===== src/rtl/usb_line_monitor.sv =====
// usb_line_monitor: USB FS bus-condition monitor (bus reset, suspend, resume) on UTMI LineState
//
// Ports:
//   clk          system clock
//   rst          asynchronous active-high reset
//   fs_ce        one-cycle full-speed bit-rate strobe
//   line_state   UTMI LineState (00=SE0, 01=J, 10=K, 11=SE1)
//   rwake_req    remote-wakeup request pulse (USB_RWAKE_EN only)
//   drive_k      tx PHY must drive K (USB_RWAKE_EN only)
//   usb_rst      level, bus reset in progress
//   rst_start    pulse on bus-reset entry
//   rst_end      pulse on bus-reset exit
//   suspend      level, device suspended
//   resume       level, resume signalling in progress
//   resume_done  pulse when resume ends
//
// Optional feature: define USB_RWAKE_EN to add remote wakeup (RWAKE state, rwake_req, drive_k).
module usb_line_monitor #(
    parameter int RST_TICKS   = 30,
    parameter int SUSP_TICKS  = 36000,
    parameter int RES_TICKS   = 4,
    parameter int RWAKE_TICKS = 12000,
    parameter int CNT_W       = 16
) (
    input  logic       clk,
    input  logic       rst,
    input  logic       fs_ce,
    input  logic [1:0] line_state,
`ifdef USB_RWAKE_EN
    input  logic       rwake_req,
    output logic       drive_k,
`endif
    output logic       usb_rst,
    output logic       rst_start,
    output logic       rst_end,
    output logic       suspend,
    output logic       resume,
    output logic       resume_done
);
    localparam logic [1:0] LS_SE0 = 2'b00;
    localparam logic [1:0] LS_J   = 2'b01;
    localparam logic [1:0] LS_K   = 2'b10;
    localparam logic [CNT_W-1:0] L_RST  = CNT_W'(RST_TICKS - 1);
    localparam logic [CNT_W-1:0] L_SUSP = CNT_W'(SUSP_TICKS - 1);
    localparam logic [CNT_W-1:0] L_RES  = CNT_W'(RES_TICKS - 1);

    typedef enum logic [2:0] {
        S_NORMAL,
        S_BUS_RST,
        S_SUSPEND,
        S_RESUME
`ifdef USB_RWAKE_EN
        , S_RWAKE
`endif
    } state_t;

    state_t           r_state, w_next;
    logic [1:0]       r_ls;
    logic [CNT_W-1:0] r_cnt;
    logic             r_rst_start, r_rst_end, r_resume_done;
    logic             w_hit_se0, w_hit_j, w_hit_k;

    // Run length of the current line state; a change restarts it, independent of FSM state
    always_ff @(posedge clk or posedge rst)
        if (rst) begin
            r_ls  <= LS_J;
            r_cnt <= '0;
        end else begin
            r_ls  <= line_state;
            r_cnt <= (line_state != r_ls) ? '0 :
                     (fs_ce && r_cnt != '1) ? r_cnt + 1'b1 : r_cnt;
        end

    assign w_hit_se0 = fs_ce && r_ls == LS_SE0 && r_cnt == L_RST;
    assign w_hit_j   = fs_ce && r_ls == LS_J   && r_cnt == L_SUSP;
    assign w_hit_k   = fs_ce && r_ls == LS_K   && r_cnt == L_RES;

`ifdef USB_RWAKE_EN
    localparam logic [CNT_W-1:0] L_RWK = CNT_W'(RWAKE_TICKS - 1);
    logic [CNT_W-1:0] r_rwk_cnt;

    // Counts fs_ce ticks spent driving K; held at zero outside RWAKE
    always_ff @(posedge clk or posedge rst)
        if (rst)
            r_rwk_cnt <= '0;
        else
            r_rwk_cnt <= (r_state != S_RWAKE) ? '0 :
                         (fs_ce && r_rwk_cnt != '1) ? r_rwk_cnt + 1'b1 : r_rwk_cnt;

    assign drive_k = r_state == S_RWAKE;
`endif

    always_comb begin
        w_next = r_state;
        case (r_state)
            S_NORMAL:  w_next = w_hit_se0 ? S_BUS_RST : w_hit_j ? S_SUSPEND : S_NORMAL;
            S_BUS_RST: w_next = (r_ls != LS_SE0) ? S_NORMAL : S_BUS_RST;
`ifdef USB_RWAKE_EN
            S_SUSPEND: w_next = w_hit_se0 ? S_BUS_RST : w_hit_k ? S_RESUME :
                                rwake_req ? S_RWAKE : S_SUSPEND;
            S_RWAKE:   w_next = (fs_ce && r_rwk_cnt == L_RWK) ? S_RESUME : S_RWAKE;
`else
            S_SUSPEND: w_next = w_hit_se0 ? S_BUS_RST : w_hit_k ? S_RESUME : S_SUSPEND;
`endif
            S_RESUME:  w_next = (r_ls != LS_K) ? S_NORMAL : S_RESUME;
            default:   w_next = S_NORMAL;
        endcase
    end

    // Pulses are registered alongside the state so they coincide with the level change
    always_ff @(posedge clk or posedge rst)
        if (rst) begin
            r_state       <= S_NORMAL;
            r_rst_start   <= 1'b0;
            r_rst_end     <= 1'b0;
            r_resume_done <= 1'b0;
        end else begin
            r_state       <= w_next;
            r_rst_start   <= w_next == S_BUS_RST && r_state != S_BUS_RST;
            r_rst_end     <= r_state == S_BUS_RST && w_next == S_NORMAL;
            r_resume_done <= r_state == S_RESUME && w_next == S_NORMAL;
        end

    assign usb_rst     = r_state == S_BUS_RST;
    assign resume      = r_state == S_RESUME;
`ifdef USB_RWAKE_EN
    assign suspend     = r_state == S_SUSPEND || r_state == S_RESUME || r_state == S_RWAKE;
`else
    assign suspend     = r_state == S_SUSPEND || r_state == S_RESUME;
`endif
    assign rst_start   = r_rst_start;
    assign rst_end     = r_rst_end;
    assign resume_done = r_resume_done;
endmodule


===== config.mk =====
export PLATFORM = sky130hd
export DESIGN_NAME = usb_line_monitor
export DESIGN_NICKNAME = d
export VERILOG_FILES = /design/src/rtl/usb_line_monitor.sv
export SDC_FILE = /design/constraint.sdc
export NUM_CORES = 1
export LEC_CHECK = 0
export ABC_AREA = 1
export BUFFER_PORTS_ARGS = -buffer_cell sky130_fd_sc_hd__buf_2
export CAP_MARGIN = 25
export CORE_UTILIZATION = 64
export DETAILED_ROUTE_END_ITERATION = 8
export HOLD_SLACK_MARGIN = 0.1
export PLACE_DENSITY = 0.9
export SYNTH_ARGS = -nofsm -noshare
export SYNTH_HDL_FRONTEND = slang
export SYNTH_SLANG_ARGS = --single-unit

===== constraint.sdc =====
create_clock -name clk -period 2.65 [get_ports clk]
set_input_delay 0.265 -clock clk [delete_from_list [all_inputs] [get_ports clk]]
set_output_delay 0.265 -clock clk [all_outputs]
set_load 0.005 [all_outputs]

==> flow_summary.ini <==
[status]
outcome = complete, no violations

[logic_synthesis]
yosys_warnings = 0
synth_cells = 203
synth_ff_type = dfrtp_1
synthMostInstantiatedCell = nand2_1
syn_area_um2 = 1510
synth_nets = 210
synth_area_leaders = dfrtp_1 (36%), nand2_1 (10%), nor2_1 (7.0%), nand3_1 (6.3%), inv_1 (6.0%)
postSynthAreaPerCell_um2 = 7.439
synthTopCellsByCount = nand2_1 (42), nor2_1 (28), inv_1 (24)
yosys.area.top_type = dfrtp_1
synthDistinctLibCells = 26
synth_seq_cells = 23
yosys.area.top_type_share_pct = 36.45
synth_edf_count = 0
async_reset_ff_share_pct = 100.0
yosysSeqAreaShare_pct = 38.19

[sta]
max-slew-margin-rel_pct = 41.86
period_share_pct = 73.47
setup_viol = 0
max_freq_mhz = 513.6
fin_ws_ns = 0.7030
setup_tns_ns = 0
tightest_slew_ns = 0.8711
skew_ns = 0.008251
rsz0062_at_grt = no
drv_slew = 0
min_period_ns = 1.947
hold_viol = 0

[clock_tree]
cts_resized = 0
htree_levels = 1
clk_pin_slew_worst_paths_ns = 0.13
cts-root-buf = clkbuf_4
cts_tree = built
clock_latency_ns = 0.33
numCtsBuffers = 3
cts_sinks = 23
cts_buffer_depth = 2

[detailed_routing]
drt-wirelength-per-cell_um = 14.03
drt-pass1-iter-count = 4
drt-initial-drc-count = 74
wl_um = 3423
drc = 0
avgViaCountPerCell = 5.779
vias = 1410
postRouteAntennaNets = 0

[global_routing]
globalRouteOverflowTotal = 0
grt_pass1_wl_um = 5878
grt_start_max_net_pins = 24
antenna_found_initial = 0
grt_usage_pct = 31.15
grt_pass1_vias = 1341

[worst_setup_path]
worstSetupEndpointType = flip-flop
crit_path_top_delay_cell = dlygate4sd3_1
cpMostUsedCell = inv_1
crit_path_start_kind = primary input
critical_path.max_fanout = 14
regToRegSetupSlack_ns = 0.82
required_ns = 2.86
critPathKind = primary input to flip-flop
critical_path.max_stage_delay_ns = 0.54
worstPathCellList = dlygate4sd3_1, buf_2, or2_2, nand3_1, inv_1, nand2_4, inv_1, nand2_1, o21ai_0
crit_family = buffers and inverters
worst-path-buf-inv = 4
cp.arrival_ns = 2.16

[power_and_ir_drop]
power_density_nw_per_um2 = 360.5
pwr-share-comb_pct = 9.2
clockPowerShare_pct = 29.0
leakage_nw = 0.7695
peakVddDrop_mv = 0.2838
p_seq_share_pct = 61.8
p_sw_mw = 0.1578
internal_power_mw = 0.4272
switching_share_pct = 26.98

[placed_design]
placed_cell_area_um2 = 1575
numPortBuffers = 10
detailedPlace.worstSlack_ns = 0.8527
hpwl_um = 2558
globalplace.congestion = 0.9734

[layout]
final-seq-area_um2 = 576.8
multiInputGateArea_um2 = 812.0
drive_gt1_share_pct = 18.52
post-route-util_pct = 73.36
n_antenna_cell = 0
final_area_um2 = 1623
layout.nets = 224
fill_cells = 180
area_growth_pct = 7.457

[die]
die_h_um = 50.58
start_util_pct = 68.27
rows = 17
ios = 11
dieArea_um2 = 2558
die_w_um = 50.58
coreArea_um2 = 2212

[min_path]
hp-class = primary input to async pin

[job]
maxCapViolations = 0
==> state kept, by name, indices dropped and copies added, names as in the netlist <==
| register | flops |
|---|---|
| rst_start | 1 |
| r_ls | 2 |
| resume_done | 1 |
| r_state | 2 |
| r_cnt | 16 |
| rst_end | 1 |
==> power by group through the flow <==
stage	combinational, mW	clock (mW)	sequential [mW]
detailed placement	0.0502	0	0.368
global route	0.0602	0.179	0.362
CTS	0.0525	0.169	0.361
global placement	0.0480	0	0.368
finish	0.0539	0.170	0.362
floorplan	0.0388	0	0.367
==> metrics by stage <==
| step | cells | power (mW) | hold WS [ns] |
|---|---|---|---|
| after CTS | 244 | 0.5826 | 0.1236 |
| after global placement | 238 | 0.4155 | 0.3909 |
| final | 244 | 0.5851 | 0.09769 |
| after global routing | 244 | 0.6013 | 0.1753 |
| after detailed placement | 238 | 0.4183 | 0.3914 |
| after floorplan | 203 | 0.4055 | 0.2662 |
==> cell type report <==
| cell class | instances | area share [%] |
|---|---|---|
| clock buffer | 3 | 1.388 |
| clock inverter | 1 | 0.3084 |
| sequential | 23 | 35.54 |
| multi-input combinational | 150 | 50.04 |
| tap | 28 | 2.159 |
| timing repair buffer | 12 | 4.318 |
| inverter | 27 | 6.245 |
==> final timing paths <==
| check | start | endpoint | cells after the start |
|---|---|---|---|
| setup / recovery | line_state[1] | r_cnt[0] | 9 |
| hold / removal | rst | r_cnt[11] | 2 |
| setup reg to reg | r_cnt[0] | r_cnt[0] | 11 |
| hold reg to reg | r_state[0] | resume_done | 2 |
| max in group asynchronous | rst | r_cnt[1] | 2 |
| min in group clk | fs_ce | r_cnt[11] | 5 |
==> worst register-to-register path: cells and delay by family (launching register included) <==
family                   cells  cell delay [ns]
AO/OA/AOI/OAI                1             0.07
buffers and inverters        2             0.23
adder cells (fa/ha/maj)      1             0.28
AND/OR/NAND/NOR              7             0.70
flip-flops                   1             0.49
==> metal layers <==
layer	track usage [%]	wire length, um	up-vias
met5	0	0	-
met4	11.11	55	0
met3	3.333	226	7
met2	52.22	1705	55
met1	41.47	1436	661
li1	-	-	687
==> cells in the final DEF (no fill, tap or decap), drive strengths merged, types with 2 or more instances in the layout <==
cell type,instances
xor2,5
o21ai,15
nand3,21
dfrtp,22
inv,27
dlygate4sd3,2
nor2,30
nand4,10
clkbuf,3
ha,2
nand2,48
nor3,14
buf,10
xnor2,2
==> repair_timing <==
| action | 4_1_cts | 5_1_grt |
|---|---|---|
| buffers inserted | 0 | 0 |
| hold buffers | 2 | 0 |
| hold endpoints to repair | 2 | 0 |
==> cells by family after synthesis <==
logic type	Yosys count	share of synthesized area (%)
flip-flops	23	38.19
AND/OR/NAND/NOR	124	39.85
buffers and inverters	30	8.036
AO/OA/AOI/OAI	17	8.202
XOR/XNOR	7	4.060
adder cells (fa/ha/maj)	2	1.657
(Power assumes the default switching activity.)
